==> config.mk <==
export PLATFORM = sky130hd
export DESIGN_NAME = draw_sequencer
export DESIGN_NICKNAME = d
export VERILOG_FILES = /design/src/rtl/draw_sequencer.sv
export SDC_FILE = /design/constraint.sdc
export NUM_CORES = 1
export LEC_CHECK = 0
export BUFFER_PORTS_ARGS = -buffer_cell sky130_fd_sc_hd__buf_2
export CAP_MARGIN = 20
export CORE_MARGIN = 5
export CORE_UTILIZATION = 36
export CTS_BUF_LIST = sky130_fd_sc_hd__clkbuf_8
export DETAILED_ROUTE_END_ITERATION = 16
export PLACE_DENSITY = 0.73
export SLEW_MARGIN = 15
export SYNTH_ARGS = -nofsm -noshare
export SYNTH_HDL_FRONTEND = slang
export SYNTH_SLANG_ARGS = --single-unit
==> constraint.sdc <==
create_clock -name clk -period 3.5 [get_ports clk]
set_input_delay 0.175 -clock clk [delete_from_list [all_inputs] [get_ports clk]]
set_output_delay 0.175 -clock clk [all_outputs]
set_load 0.01 [all_outputs]
==> src/rtl/draw_sequencer.sv <==
// draw_sequencer: per-frame scheduler that runs the clear pass, then the sine pass, and
// grants the framebuffer write port to one engine at a time.
// Latency: an accepted pixel appears on fb_* one cycle after its accept.
// Backpressure: the active engine's ready drops while a pending fb write is stalled by fb_ready=0.
// Optional: define DRAW_SEQ_OVERRUN_CNT_EN to add overrun_cnt, a saturating count of
// frame_tick pulses that arrive while a pass is still running.
module draw_sequencer #(
  parameter int CLEAR_PIXELS = 19200,
  parameter int DRAW_PIXELS  = 160,
  parameter int CW           = 15
) (
  input  logic        clk,
  input  logic        rst_n,
  input  logic        enable,
  input  logic        frame_tick,
  output logic        clr_start,
  input  logic        clr_valid,
  input  logic [7:0]  clr_x,
  input  logic [7:0]  clr_y,
  input  logic [11:0] clr_color,
  output logic        clr_ready,
  output logic        sin_start,
  input  logic        sin_valid,
  input  logic [7:0]  sin_x,
  input  logic [7:0]  sin_y,
  input  logic [11:0] sin_color,
  output logic        sin_ready,
  output logic        fb_we,
  output logic [7:0]  fb_x,
  output logic [7:0]  fb_y,
  output logic [11:0] fb_color,
  input  logic        fb_ready,
`ifdef DRAW_SEQ_OVERRUN_CNT_EN
  output logic [7:0]  overrun_cnt,
`endif
  output logic        busy,
  output logic [1:0]  state
);

  typedef enum logic [1:0] {
    S_IDLE  = 2'd0,
    S_CLEAR = 2'd1,
    S_DRAW  = 2'd2,
    S_WAIT  = 2'd3
  } state_t;

  state_t        r_state;
  state_t        w_state_nxt;
  logic          w_go_clear;
  logic [CW-1:0] r_cnt;
  logic          r_clr_start;
  logic          r_sin_start;
  logic          r_fb_we;
  logic [7:0]    r_fb_x;
  logic [7:0]    r_fb_y;
  logic [11:0]   r_fb_color;
  logic          w_out_free;
  logic          w_clr_acc;
  logic          w_sin_acc;
  logic          w_clr_last;
  logic          w_sin_last;

  // The single output register can take a new pixel when empty or when it drains this cycle.
  assign w_out_free = !r_fb_we || fb_ready;
  assign clr_ready  = (r_state == S_CLEAR) && w_out_free;
  assign sin_ready  = (r_state == S_DRAW) && w_out_free;
  assign w_clr_acc  = clr_valid && clr_ready;
  assign w_sin_acc  = sin_valid && sin_ready;
  assign w_clr_last = (r_cnt == CW'(CLEAR_PIXELS - 1));
  assign w_sin_last = (r_cnt == CW'(DRAW_PIXELS - 1));

  assign busy      = (r_state == S_CLEAR) || (r_state == S_DRAW);
  assign state     = r_state;
  assign clr_start = r_clr_start;
  assign sin_start = r_sin_start;
  assign fb_we     = r_fb_we;
  assign fb_x      = r_fb_x;
  assign fb_y      = r_fb_y;
  assign fb_color  = r_fb_color;

  // State register.
  always_ff @(posedge clk or negedge rst_n) begin
    if (!rst_n) begin
      r_state <= S_IDLE;
    end else begin
      r_state <= w_state_nxt;
    end
  end

  // Next-state: passes run to completion; enable is only looked at in IDLE and WAIT.
  always_comb begin
    w_state_nxt = r_state;
    w_go_clear  = 1'b0;
    case (r_state)
      S_IDLE: begin
        if (enable) begin
          w_state_nxt = S_CLEAR;
          w_go_clear  = 1'b1;
        end
      end
      S_CLEAR: begin
        if (w_clr_acc && w_clr_last) begin
          w_state_nxt = S_DRAW;
        end
      end
      S_DRAW: begin
        if (w_sin_acc && w_sin_last) begin
          w_state_nxt = S_WAIT;
        end
      end
      S_WAIT: begin
        if (!enable) begin
          w_state_nxt = S_IDLE;
        end else if (frame_tick) begin
          w_state_nxt = S_CLEAR;
          w_go_clear  = 1'b1;
        end
      end
      default: w_state_nxt = S_IDLE;
    endcase
  end

  // Pixel counter: counts accepts within a pass, cleared on the pass's last accept.
  always_ff @(posedge clk or negedge rst_n) begin
    if (!rst_n) begin
      r_cnt <= '0;
    end else if ((w_clr_acc && w_clr_last) || (w_sin_acc && w_sin_last)) begin
      r_cnt <= '0;
    end else if (w_clr_acc || w_sin_acc) begin
      r_cnt <= r_cnt + CW'(1);
    end
  end

  // Engine start pulses, registered so they appear the cycle after the pass begins.
  always_ff @(posedge clk or negedge rst_n) begin
    if (!rst_n) begin
      r_clr_start <= 1'b0;
      r_sin_start <= 1'b0;
    end else begin
      r_clr_start <= w_go_clear;
      r_sin_start <= w_clr_acc && w_clr_last;
    end
  end

  // Output stage: load on accept, hold while stalled, drop strobe once the write completes.
  always_ff @(posedge clk or negedge rst_n) begin
    if (!rst_n) begin
      r_fb_we    <= 1'b0;
      r_fb_x     <= '0;
      r_fb_y     <= '0;
      r_fb_color <= '0;
    end else if (w_clr_acc) begin
      r_fb_we    <= 1'b1;
      r_fb_x     <= clr_x;
      r_fb_y     <= clr_y;
      r_fb_color <= clr_color;
    end else if (w_sin_acc) begin
      r_fb_we    <= 1'b1;
      r_fb_x     <= sin_x;
      r_fb_y     <= sin_y;
      r_fb_color <= sin_color;
    end else if (fb_ready) begin
      r_fb_we    <= 1'b0;
    end
  end

`ifdef DRAW_SEQ_OVERRUN_CNT_EN
  logic [7:0] r_overrun_cnt;
  assign overrun_cnt = r_overrun_cnt;

  // Count frame ticks that land while a pass is still running; saturate at 255.
  always_ff @(posedge clk or negedge rst_n) begin
    if (!rst_n) begin
      r_overrun_cnt <= '0;
    end else if (frame_tick && busy && (r_overrun_cnt != 8'hFF)) begin
      r_overrun_cnt <= r_overrun_cnt + 8'd1;
    end
  end
`endif

endmodule
# Yosys cells after proc, flatten, opt, wreduce, memory -nomap -nowiden
# Cells that the tools add are included.
[totals] ff_bits=48 input_bits=63 out_inout_bits=36 wordCells=55
[op_classes] n_addsub=1 eq_ne=9 mux=21 reduce_logical=16
[ops] cell="$mux 8" count=4
[ops] cell="$mux 15" count=2
[ops] cell="$mux 12" count=2
[ops] cell="$add 15x1->15 const B" count=1
[ops] cell="$eq 15x15->1 const B" count=1
[ops] cell="$eq 15x8->1 const B" count=1
[ops] cell="$mux 2" count=5
[ops] cell="$pmux 2 s4" count=1
[ops] cell="$logic_and 1x1->1" count=6
[ops] cell="$mux 1" count=6
[ops] cell="$eq 2x2->1 const B" count=2
[ops] cell="$logic_or 1x1->1" count=4
[ops] cell="$ne 2x1->1 const B" count=2
[ops] cell="$reduce_and 4->1" count=1
[ops] cell="$reduce_bool 2->1" count=2
[ops] cell="$ne 3x3->1 const B" count=1
[ops] cell="$reduce_bool 3->1" count=1
[ops] cell="$eq 2x1->1 const B" count=1
[ops] cell="$logic_not 2->1" count=1
[ops] cell="$ne 2x2->1 const B" count=1
[ops] cell="$pmux 1 s2" count=1
[ops] cell="$logic_not 1->1" count=1

# Logic depth before layout (Yosys ltp)
[logic_depth] ltp_word=7 mapped_depth=7 mapped_depth_nobuf=7

# Worst setup path before layout
# No wires, ideal clock.
[synth_timing] kind="flip-flop to flip-flop" start="register r_state[1] (netlist: state[1])" end="register r_state[1] (netlist: state[1])" setup_time_ns=0.128 arrival_ns=1.890 required_ns=3.372 path_slack_ns=1.482 stages_incl_launch_ff=7 n_path_buf=0 period_less_slack_ns=2.018 cell_sequence="dfrtp_1 > inv_1 > ha_1 > nand4_1 > or3_4 > a221oi_2 > mux2_1"
[synth_between] elab_chain_cells=6 word_cells_on_any_way=16 cone_classes="eq/ne: 7; mux: 1; reduce/logical: 8"
[synth_rtl] item="from (decl)" line="47" source="state_t r_state;"
[synth_rtl] item="from (signal assigned)" line="86" source="r_state <= w_state_nxt;"
[synth_rtl] item="$eq 2x2->1 or $eq 2x1->1 (tied branches)" line="66, 94, 65"
[synth_rtl] item="$logic_and 1x1->1, on equally long branches" line="66, 65"
[synth_rtl] item="$logic_and 1x1->1, on equally long branches" line="68, 67"
[synth_rtl] item="$logic_and 1x1->1, on equally long branches" line="107, 102"
[synth_rtl] item="$ne 2x1->1 (no line)"
[synth_rtl] item="$reduce_and 4->1 (no line)"
# Parallel ways exist; a longest one is shown, timed or not.
# A chain may end at the register's enable or synchronous reset.

# Worst setup path in the final report
[layout_timing] start="register r_state[0] (netlist: state[0])" end="register r_cnt[7]"
[layout_between] elab_chain_cells=6 word_cells_on_any_way=12 cone_classes="eq/ne: 2; mux: 1; reduce/logical: 9"
[layout_rtl] item="$eq 2x1->1 or $eq 2x2->1 (tied branches)" line="65, 66"
[layout_rtl] item="$logic_and 1x1->1, on equally long branches" line="65, 66"
[layout_rtl] item="$logic_and 1x1->1, on equally long branches" line="67, 68"
[layout_rtl] item="$logic_and 1x1->1" line="127" source="end else if ((w_clr_acc && w_clr_last) || (w_sin_acc && w_sin_last)) begin"
[layout_rtl] item="$logic_or 1x1->1" line="127"
[layout_rtl] item="$mux 15 or $reduce_bool 2->1 (tied branches)"
[layout_rtl] item="to (signal assigned)" line="130" source="r_cnt <= r_cnt + CW'(1);"
[layout_rtl] item="to (decl)" line="50" source="logic [CW-1:0] r_cnt;"
# Parallel ways exist; a longest one is shown, timed or not.

==> results.cfg <==
[power_and_ir_drop]
peakVddDrop_uv = 340
leakagePower_uw = 0.00143
p_per_area_nw_per_um2 = 741
power_uw = 2220

[timing]
rsz0062_at_grt = false
hold_violations = 0
finalCriticalPeriod_ns = 2.41
slew_headroom_pct = 41.2
worst_pin_slew_ns = 0.869
slew_violations = 0
skew_ns = 0.0111
max_freq_ghz = 0.415
period_share_pct = 68.8
setup_viol = 0
setup_tns_ns = 0

[clock_tree]
clk_pin_slew_ns = 0.09
max-clock-path-buffers = 2
cts_buffers = 5
cts_sinks = 48
cts_resized = 0
clk_latency_ns = 0.30
root_buffer = clkbuf_8
h-tree-depth = 2
cts_tree = yes

[setup_path]
path_delay_family = simple AND/OR/NAND/NOR gates
r2r_start = state[0]
crit_chain = inv_1 > ha_1 > a22oi_1 > nor4b_1 > nand4_1 > xor2_1 > nor2_1
r2r-end = r_cnt[7]
cp.required_ns = 3.66
crit_arrival_ns = 2.57
worst-path-buf-inv = 1
r2r_slack_ns = 1.09
endpoint_kind = flop
critPathLaunchType = flop
cp_max_fo = 6
critPathSlowestCell = nor4b_1
ff2ff_path_depth = 7
max_stage_delay_ns = 0.80
path_class = reg2reg

[floorplanning]
coreArea_um2 = 6310
row_count = 29
ios = 99
die_h_um = 90.3
start_util_pct = 36.8
die_area_um2 = 8160
dieWidth_um = 90.3

[logic_synthesis]
yosys.area.top_type = dfrtp_1
synth_top_area_share_pct = 51.7
syn_area_um2 = 2320
syn_inst = 223
synth_warnings = 0
synth_area_leaders = dfrtp_1 52%, mux2i_1 12%, a21oi_1 6.7%, nor2_1 6.1%, ha_1 3.2%
ys_seq_area_share_pct = 51.7
syn_nets = 292
ys_types = 31
syn_area_per_cell_um2 = 10.4
synth-seq-cells = 48

[routing]
m1WireLength_mm = 2.37
wirelength_mm = 5.58
met2_length_mm = 2.67
drc = 0
wl_met3_um = 504
ant_nets = 0
first_iter_violations = 87
wl_per_cell_um = 14.0
top_layer = met4
via_per_inst = 4.97
drt_first_pass_iters = 4
dr_total_vias = 1986

[min_path]
hold_depth = 3
worst_hold_path.endpoint = fb_x[7]
hold_class = in2reg
min_from = clr_x[7]

[global_routing]
grt_overflow = 0
grt_pass1_wl_mm = 9.39
grtUsageTotal_pct = 13.7
grt_max_degree = 57
grt_pass1_vias = 2059
antenna_found_initial = 0

[final_layout]
fin_nets = 391
syn_to_final_growth_pct = 29.3
drive_above_1_share_pct = 35.0
antenna_cells = 0

[placed_design]
port_buffers = 98
place_hpwl_mm = 4.30
gp_congestion = 0.772

[outcome]
status = finished, final reports clean

[run]
cap_violations = 0
how the worst max path moves through the flow:
stage,endpoint,cells past startpoint,startpoint
after global routing,r_cnt[7],7,state[1]
after CTS,r_cnt[7],7,state[0]
after detailed placement,r_cnt[7],7,state[0]
after global placement,r_cnt[7],7,state[1]
after floorplan,state[1],6,state[1]
final,r_cnt[7],7,state[0]
metal layers:
metal	track usage (%)	up-vias
met3	4.00	4
met1	16.7	940
met5	0	-
li1	-	968
met4	3.35	0
met2	23.7	74
state kept, by name, summed over array words and instances (netlist names):
signal / cells
clr_start: 1
fb_color: 12
fb_we: 1
fb_x: 8
fb_y: 8
r_cnt: 15
sin_start: 1
state: 2
layout by cell type, fill, tap and decap left out, types with 4 or more instances in the layout:
master | synthesis | routed
nand3_1 | 9 | 8
xnor2_1 | 7 | 7
buf_2 | 3 | 97
mux2i_1 | 29 | 29
nand4_1 | 4 | 4
nand2_1 | 6 | 6
clkbuf_8 | 0 | 6
xor2_1 | 7 | 7
dfrtp_1 | 48 | 48
nor2_1 | 38 | 38
ha_1 | 6 | 6
a21oi_1 | 31 | 31
tightest hold or removal path, stage by stage:
cell	delay, ns
buf_2	0.07
nor2_1	0.03
a21oi_1	0.10
report_power, final:
group	internal, uW	total [uW]	switching, uW
logic	450	990	540
clock network	160	344	184
registers	770	891	121
cell usage after synthesis, drive strengths merged:
library cell	number
dfrtp	48
nor2	38
a21oi	31
mux2i	29
nand3	9
xnor2	7
xor2	7
clkbuf	6
ha	6
nand2	6
nand4	4
and2	3
buf	3
inv	3
nand2b	3
and3	2
and4	2
nor3	2
nor3b	2
nor4b	2
o21ai	2
a211oi	1
a21o	1
a221oi	1
a22oi	1
mux2	1
nor2b	1
nor4	1
or3	1
area by class of cell:
class                      instances  area [um2]
clock buffer                       6        82.6
clock inverter                     2        15.0
fill                             597        3310
inverter                           3        11.3
multi-input combinational        163        1080
sequential                        48        1200
tap                               77        96.3
timing repair buffer             101         518
timing repair:
item                                    4_1_cts  5_1_grt
endpoints found under the setup margin        0        0
hold buffers                                  0        1
endpoints found under the hold margin         0       48
buffers inserted                              0        0
kinds of logic (layout without fill, tap and decap cells):
| kind of cell | count (synthesis) | count (layout) | share of synthesized area, % |
|---|---|---|---|
| AOI/OAI and AO/OA | 37 | 37 | 8.72 |
| xor gates and xnor gates | 14 | 14 | 5.28 |
| adders and majority gates | 6 | 6 | 3.23 |
| buffers and inverters | 12 | 112 | 2.10 |
| DFF | 48 | 48 | 51.7 |
| muxes | 30 | 30 | 13.0 |
| and+or+nand+nor | 76 | 76 | 16.0 |
metrics by stage:
step | cells | hold WS, ns | utilization (%) | cell area [um2] | worst slack (ns)
6_report | 400 | 0.122 | 47.6 | 3000 | 1.09
3_3_place_gp | 391 | 0.422 | 45.8 | 2890 | 1.26
2_1_floorplan | 223 | -0.121 | - | 2320 | 1.48
5_1_grt | 400 | 0.115 | 47.6 | 3000 | 0.884
3_5_place_dp | 391 | 0.425 | 45.8 | 2890 | 1.15
4_1_cts | 399 | 0.0930 | 47.4 | 2990 | 1.12
No activity file was read; power rests on OpenSTA's default activity.
